[src/rtl/scsi_io_arbiter.sv]
// scsi_io_arbiter
//   Shares the single io-controller sector port between two SCSI targets.
//   One request at a time is presented to the io controller together with the
//   granted target's LBA and drive index; the ack strobe and the sector buffer
//   write strobe are routed to the granted target only. A grant is held from
//   request issue until one cycle after the io controller's ack falls.
//
// Configuration macro:
//   SCSI_ARB_RR_EN  defined   : round-robin between simultaneous requesters
//                   undefined : fixed priority, target 0 wins
//
// Parameters:
//   DRIVE_BASE   drive index for target 0; target 1 reports DRIVE_BASE+1 (wraps)
//
// Ports:
//   clk, rst                 clock, synchronous active-high reset
//   t_io_rd/t_io_wr   [1:0]  per-target sector read/write requests
//   t0_io_lba/t1_io_lba      per-target block addresses
//   t_io_ack          [1:0]  per-target ack (granted bit follows sd_ack)
//   t0/t1_buff_din    [7:0]  per-target buffer read data
//   t_buff_wr         [1:0]  per-target buffer write strobe
//   t_buff_addr/t_buff_dout  buffer address / write data, broadcast
//   sd_rd/sd_wr              request to io controller (registered)
//   sd_lba/sd_drive          latched block address / drive index
//   sd_ack                   io controller transfer-active strobe
//   sd_buff_addr/dout/wr     io controller buffer address, data, strobe
//   sd_buff_din       [7:0]  data from the granted target's buffer
module scsi_io_arbiter #(
  parameter logic [1:0] DRIVE_BASE = 2'd0
) (
  input  logic        clk,
  input  logic        rst,
  input  logic [1:0]  t_io_rd,
  input  logic [1:0]  t_io_wr,
  input  logic [31:0] t0_io_lba,
  input  logic [31:0] t1_io_lba,
  output logic [1:0]  t_io_ack,
  input  logic [7:0]  t0_buff_din,
  input  logic [7:0]  t1_buff_din,
  output logic [1:0]  t_buff_wr,
  output logic [8:0]  t_buff_addr,
  output logic [7:0]  t_buff_dout,
  output logic        sd_rd,
  output logic        sd_wr,
  output logic [31:0] sd_lba,
  output logic [1:0]  sd_drive,
  input  logic        sd_ack,
  input  logic [8:0]  sd_buff_addr,
  input  logic [7:0]  sd_buff_dout,
  output logic [7:0]  sd_buff_din,
  input  logic        sd_buff_wr
);

  typedef enum logic [1:0] {
    S_IDLE,
    S_ISSUE,
    S_XFER,
    S_RELEASE
  } state_t;

  state_t      state_q;
  logic        g_q;
  logic        rd_q;
  logic        wr_q;
  logic [31:0] lba_q;
  logic [1:0]  drive_q;

  logic [1:0]  pend;
  logic        pick_d;
  logic        routed;
  logic        xfer;

`ifdef SCSI_ARB_RR_EN
  logic        ptr_q;
`endif

  // Winner among pending targets; only meaningful when pend is non-zero.
  always_comb begin
    pend = t_io_rd | t_io_wr;
`ifdef SCSI_ARB_RR_EN
    pick_d = (pend == 2'b11) ? ptr_q : ~pend[0];
`else
    pick_d = ~pend[0];
`endif
  end

  always_ff @(posedge clk) begin
    if (rst) begin
      state_q <= S_IDLE;
      g_q     <= 1'b0;
      rd_q    <= 1'b0;
      wr_q    <= 1'b0;
      lba_q   <= '0;
      drive_q <= DRIVE_BASE;
`ifdef SCSI_ARB_RR_EN
      ptr_q   <= 1'b0;
`endif
    end else begin
      case (state_q)
        S_IDLE: begin
          // A still-high ack (e.g. left over from a reset mid-transfer)
          // blocks a new pick until the io controller has gone idle.
          if ((pend != 2'b00) && !sd_ack) begin
            g_q     <= pick_d;
            rd_q    <= t_io_rd[pick_d];
            wr_q    <= ~t_io_rd[pick_d];
            lba_q   <= pick_d ? t1_io_lba : t0_io_lba;
            drive_q <= DRIVE_BASE + {1'b0, pick_d};
`ifdef SCSI_ARB_RR_EN
            ptr_q   <= ~pick_d;
`endif
            state_q <= S_ISSUE;
          end
        end
        S_ISSUE: begin
          if (sd_ack) begin
            rd_q    <= 1'b0;
            wr_q    <= 1'b0;
            state_q <= S_XFER;
          end
        end
        S_XFER: begin
          if (!sd_ack) state_q <= S_RELEASE;
        end
        S_RELEASE: state_q <= S_IDLE;
        default:   state_q <= S_IDLE;
      endcase
    end
  end

  assign routed = (state_q == S_ISSUE) || (state_q == S_XFER);
  assign xfer   = (state_q == S_XFER);

  assign t_io_ack    = {g_q & routed & sd_ack, ~g_q & routed & sd_ack};
  assign t_buff_wr   = {g_q & xfer & sd_buff_wr, ~g_q & xfer & sd_buff_wr};
  assign t_buff_addr = sd_buff_addr;
  assign t_buff_dout = sd_buff_dout;
  assign sd_buff_din = g_q ? t1_buff_din : t0_buff_din;

  assign sd_rd    = rd_q;
  assign sd_wr    = wr_q;
  assign sd_lba   = lba_q;
  assign sd_drive = drive_q;

endmodule

[config.mk]
export PLATFORM = sky130hd
export DESIGN_NAME = scsi_io_arbiter
export DESIGN_NICKNAME = d
export VERILOG_FILES = /design/src/rtl/scsi_io_arbiter.sv
export SDC_FILE = /design/constraint.sdc
export NUM_CORES = 1
export LEC_CHECK = 0
export CORE_MARGIN = 10
export CORE_UTILIZATION = 30
export CTS_BUF_LIST = sky130_fd_sc_hd__clkbuf_4 sky130_fd_sc_hd__clkbuf_8 sky130_fd_sc_hd__clkbuf_16
export CTS_CLUSTER_SIZE = 10
export DETAILED_ROUTE_END_ITERATION = 8
export GPL_ROUTABILITY_DRIVEN = 1
export GPL_TIMING_DRIVEN = 0
export PLACE_DENSITY = 0.74
export SYNTH_ARGS = -nofsm -noshare
export SYNTH_HDL_FRONTEND = slang
export SYNTH_SLANG_ARGS = --single-unit
export TNS_END_PERCENT = 10
[constraint.sdc]
create_clock -name clk -period 4.65 [get_ports clk]
set_input_delay 0.93 -clock clk [delete_from_list [all_inputs] [get_ports clk]]
set_output_delay 0.93 -clock clk [all_outputs]
set_load 0.01 [all_outputs]
==> results of run 1 <==
## final cells by class
cell class	instances	area share, %
Tap cell	99	3.18
Buffer	46	7.47
Clock inverter	1	0.128
Multi-Input combinational cell	173	29.3
Clock buffer	7	2.47
Sequential cell	37	19.0
Timing Repair Buffer	149	38.2
Inverter	2	0.192
## stage by stage
| step | total power [mW] | util, % | setup slack, ns | hold slack [ns] | instances |
|---|---|---|---|---|---|
| after floorplan | 0.844 | - | 2.49 | 0.468 | 258 |
| after global placement | 1.20 | 53.0 | 1.47 | 0.483 | 506 |
| final | 1.45 | 54.4 | 1.44 | 0.502 | 514 |
| after detailed placement | 1.21 | 53.0 | 1.46 | 0.494 | 506 |
| after global routing | 1.54 | 54.4 | 1.40 | 0.523 | 514 |
| after CTS | 1.47 | 54.4 | 1.45 | 0.504 | 514 |
## cells in the final DEF (no fill, tap or decap), drive strengths merged
cell / netlist / layout
nand3b: 3 / 3
dfxtp: 37 / 37
o21bai: 2 / 2
nand2b: 4 / 4
or4: 1 / 1
and3: 2 / 2
o21ai: 33 / 33
clkinv: 0 / 1
a21oi: 33 / 33
clkbuf: 16 / 23
nor2b: 2 / 2
mux2: 9 / 9
o32a: 1 / 1
ha: 4 / 4
nand3: 1 / 1
conb: 1 / 1
nor4: 1 / 1
clkdlybuf4s50: 0 / 149
inv: 2 / 2
a311oi: 32 / 32
nor2: 4 / 4
or3: 2 / 2
buf: 30 / 30
mux2i: 4 / 4
nand2: 34 / 34
## worst reg2reg max path: cells and delay by family (launching register included)
family	cells	cell delay, ns
and+or+nand+nor	1	0.14
adders and majority gates	1	0.22
AOI/OAI and AO/OA	2	0.38
buffers and inverters	3	0.71
DFF	1	0.33
## worst min path at each step
| stage | start | to | cells after the start |
|---|---|---|---|
| final | sd_wr$_SDFFE_PP0P_ | sd_wr$_SDFFE_PP0P_ | 2 |
| after global routing | sd_wr$_SDFFE_PP0P_ | sd_wr$_SDFFE_PP0P_ | 2 |
| after CTS | sd_wr$_SDFFE_PP0P_ | sd_wr$_SDFFE_PP0P_ | 2 |
| after floorplan | state_q[1]$_SDFFE_PP0P_ | state_q[1]$_SDFFE_PP0P_ | 2 |
| after detailed placement | sd_wr$_SDFFE_PP0P_ | sd_wr$_SDFFE_PP0P_ | 2 |
| after global placement | sd_wr$_SDFFE_PP0P_ | sd_wr$_SDFFE_PP0P_ | 2 |
## layer usage
layer  global-route usage, %  share of wire [%]  up-vias
li1                        -                  -     1231
met4                    3.53               0.84        0
met2                    25.7                 48       98
met3                    6.76                9.2        4
met5                       0                  0        -
met1                    17.6                 42     1136
## registers in the layout, indices dropped and copies added (netlist names)
name and cells:
sd_lba 32, state_q 2, g_q 1, sd_rd 1
sd_wr 1
## kinds of logic after synthesis
logic type | after synthesis | share of synthesized area (%)
AND/OR/NAND/NOR | 54 | 12.1
other | 1 | 0.172
multiplexers | 13 | 6.47
buffers and inverters | 48 | 13.7
AO/OA/AOI/OAI | 101 | 31.3
flip-flops | 37 | 33.9
adder cells (fa/ha/maj) | 4 | 2.29
## power groups by stage
| stage | clock (mW) | sequential [mW] | combinational (mW) |
|---|---|---|---|
| global route | 0.270 | 0.474 | 0.800 |
| detailed placement | 0 | 0.470 | 0.742 |
| finish | 0.248 | 0.463 | 0.737 |
| CTS | 0.257 | 0.463 | 0.745 |
| floorplan | 0 | 0.503 | 0.340 |
| global placement | 0 | 0.466 | 0.731 |
==> results.yml, run 1 <==
timing:
  rsz0062_at_grt: "no"
  fin_crit_sh_pct: 68.9
  hold_violations: 0
  maxSlewViolCount: 0
  fmax_ghz: 0.312
  finalSetupTns_ns: 0
  finalSetupViolCount: 0
  fin_crit_ns: 3.21
  clock_skew_ns: 0.00487
critical_path:
  cp-startpoint: "sd_ack"
  path_max_fanout: 7
  worstSetupStartpointType: "input pin"
  max_stage_delay_ns: 0.60
  crit_top_cell: "clkdlybuf4s50_1"
  crit_path_end: "t_io_ack[1]"
  timing.rr.end: "sd_lba[20]$_SDFFE_PP0P_"
  crit_arrival_ns: 2.28
  cp_slowest_cell: "clkdlybuf4s50_1"
  r2r_cells: 7
  crit_buf_inv: 2
  r2r_setup_slack_ns: 2.77
  end_kind: "primary output"
  path_delay_family: "buffers and inverters"
  cp_cell_sequence: "clkdlybuf4s50_1 > and3_1 > clkdlybuf4s50_1"
  cp_num_cells: 3
  r2r-start: "state_q[0]$_SDFFE_PP0P_"
  worst-setup-path-type: "in2out"
  required_ns: 3.72
final_layout:
  fin_nets: 523
  final_area_mm2: 0.00390
  syn2layout_area_growth_pct: 78.6
  antenna_cells: 0
  seq_area_um2: 741
  drive_above_1_share_pct: 14.9
  n_fill_cell: 673
  multi_input_area_mm2: 0.00114
floorplanning:
  core_region_area_mm2: 0.00718
  die_area_mm2: 0.0111
  rows: 31
  start_util_pct: 30.4
  die_x_um: 105
  die_height_um: 105
  io-pin-count: 170
hold_path:
  holdCritPathClass: "reg2reg"
clock_network:
  clock_latency_ns: 0.28
  cts_buffer_depth: 2
  cts_setup_buffers: 0
  cts_hold_buffers: 0
  cts-root-buf: "clkbuf_8"
  cts_made_buffers: 5
  cts-resized-gates: 0
  htree_num_levels: 2
  clock-sinks: 37
  cts_tree: "done"
  path_clk_slew_ns: 0.07
synthesis:
  synthArstFlopShare_pct: 0
  synth_fp_nets: 367
  synthFlopType: "dfxtp_1"
  synth_edf_count: 0
  netlist_area_mm2: 0.00218
  synth_top_area_cell: "dfxtp_1"
  synth_top_area_share_pct: 33.9
  ys_seq_area_share_pct: 33.9
  ys_top_cells_by_area: "dfxtp_1 (34%), a311oi_1 (13%), o21ai_0 (7.6%), buf_4 (6.9%), nand2_1 (5.8%)"
  synth_cell_types: 26
  avgSynthCellArea_um2: 8.47
  syn_inst: 258
  yosys_register_bits: 37
  synth.top_cells.by_count: "dfxtp_1 (37), nand2_1 (34), o21ai_0 (33)"
  ys_warn_count: 0
  post-synth-top-count-cell: "dfxtp_1"
grt:
  grt_pass1_vias: 2682
  antenna_found_initial: 0
  grt_max_degree: 12
  grt_usage_pct: 15.3
  grt_pass1_wl_um: 14000
  gr-total-overflow: 0
power_and_ir_drop:
  p_clk_share_pct: 17.1
  intPower_mw: 0.948
  power.leakage_nw: 1.40
  powerDensity_mw_per_mm2: 371
  combPwrFrac_pct: 50.9
  p_sw_share_pct: 34.5
  vdd_drop_max_mv: 0.146
  p_seq_share_pct: 32.0
  p_switching_mw: 0.500
routing:
  drc_errors: 0
  wirelength_um: 8830
  drt_iter0_markers: 70
  postRouteAntennaNets: 0
  routed_via_density: 4.80
  wl_per_cell_um: 17.2
  drtPass1Iterations: 5
  num_vias: 2469
placement:
  placed_area_mm2: 0.00380
  gp_congestion: 0.706
  dp_hpwl_um: 7080
  portBuffers: 149
job:
  maxCapViolCount: 0
outcome:
  status: "completed"
Note: power is estimated with default switching activity, not from simulation.
==> inputs of run 2 (changes only) <==
==> constraint.sdc (replaced) <==
create_clock -name clk -period 3 [get_ports clk]
set_input_delay 0.6 -clock clk [delete_from_list [all_inputs] [get_ports clk]]
set_output_delay 0.6 -clock clk [all_outputs]
set_load 0.01 [all_outputs]
==> results of run 2 <==
The final DEF is identical to that of run 1. Status: completed.
Main changes from that run: setup slack after placement 1.46 ns -> 0.465 ns; setup slack after layout 1.44 ns -> 0.384 ns; start point of the critical path sd_ack -> g_q$_SDFFE_PP0P_; end point of the critical path t_io_ack[1] -> sd_buff_din[4]; register-to-register setup slack 2.77 ns -> 1.12 ns; total power 1.45 mW -> 2.25 mW; worst IR drop on VDD 0.146 mV -> 0.227 mV
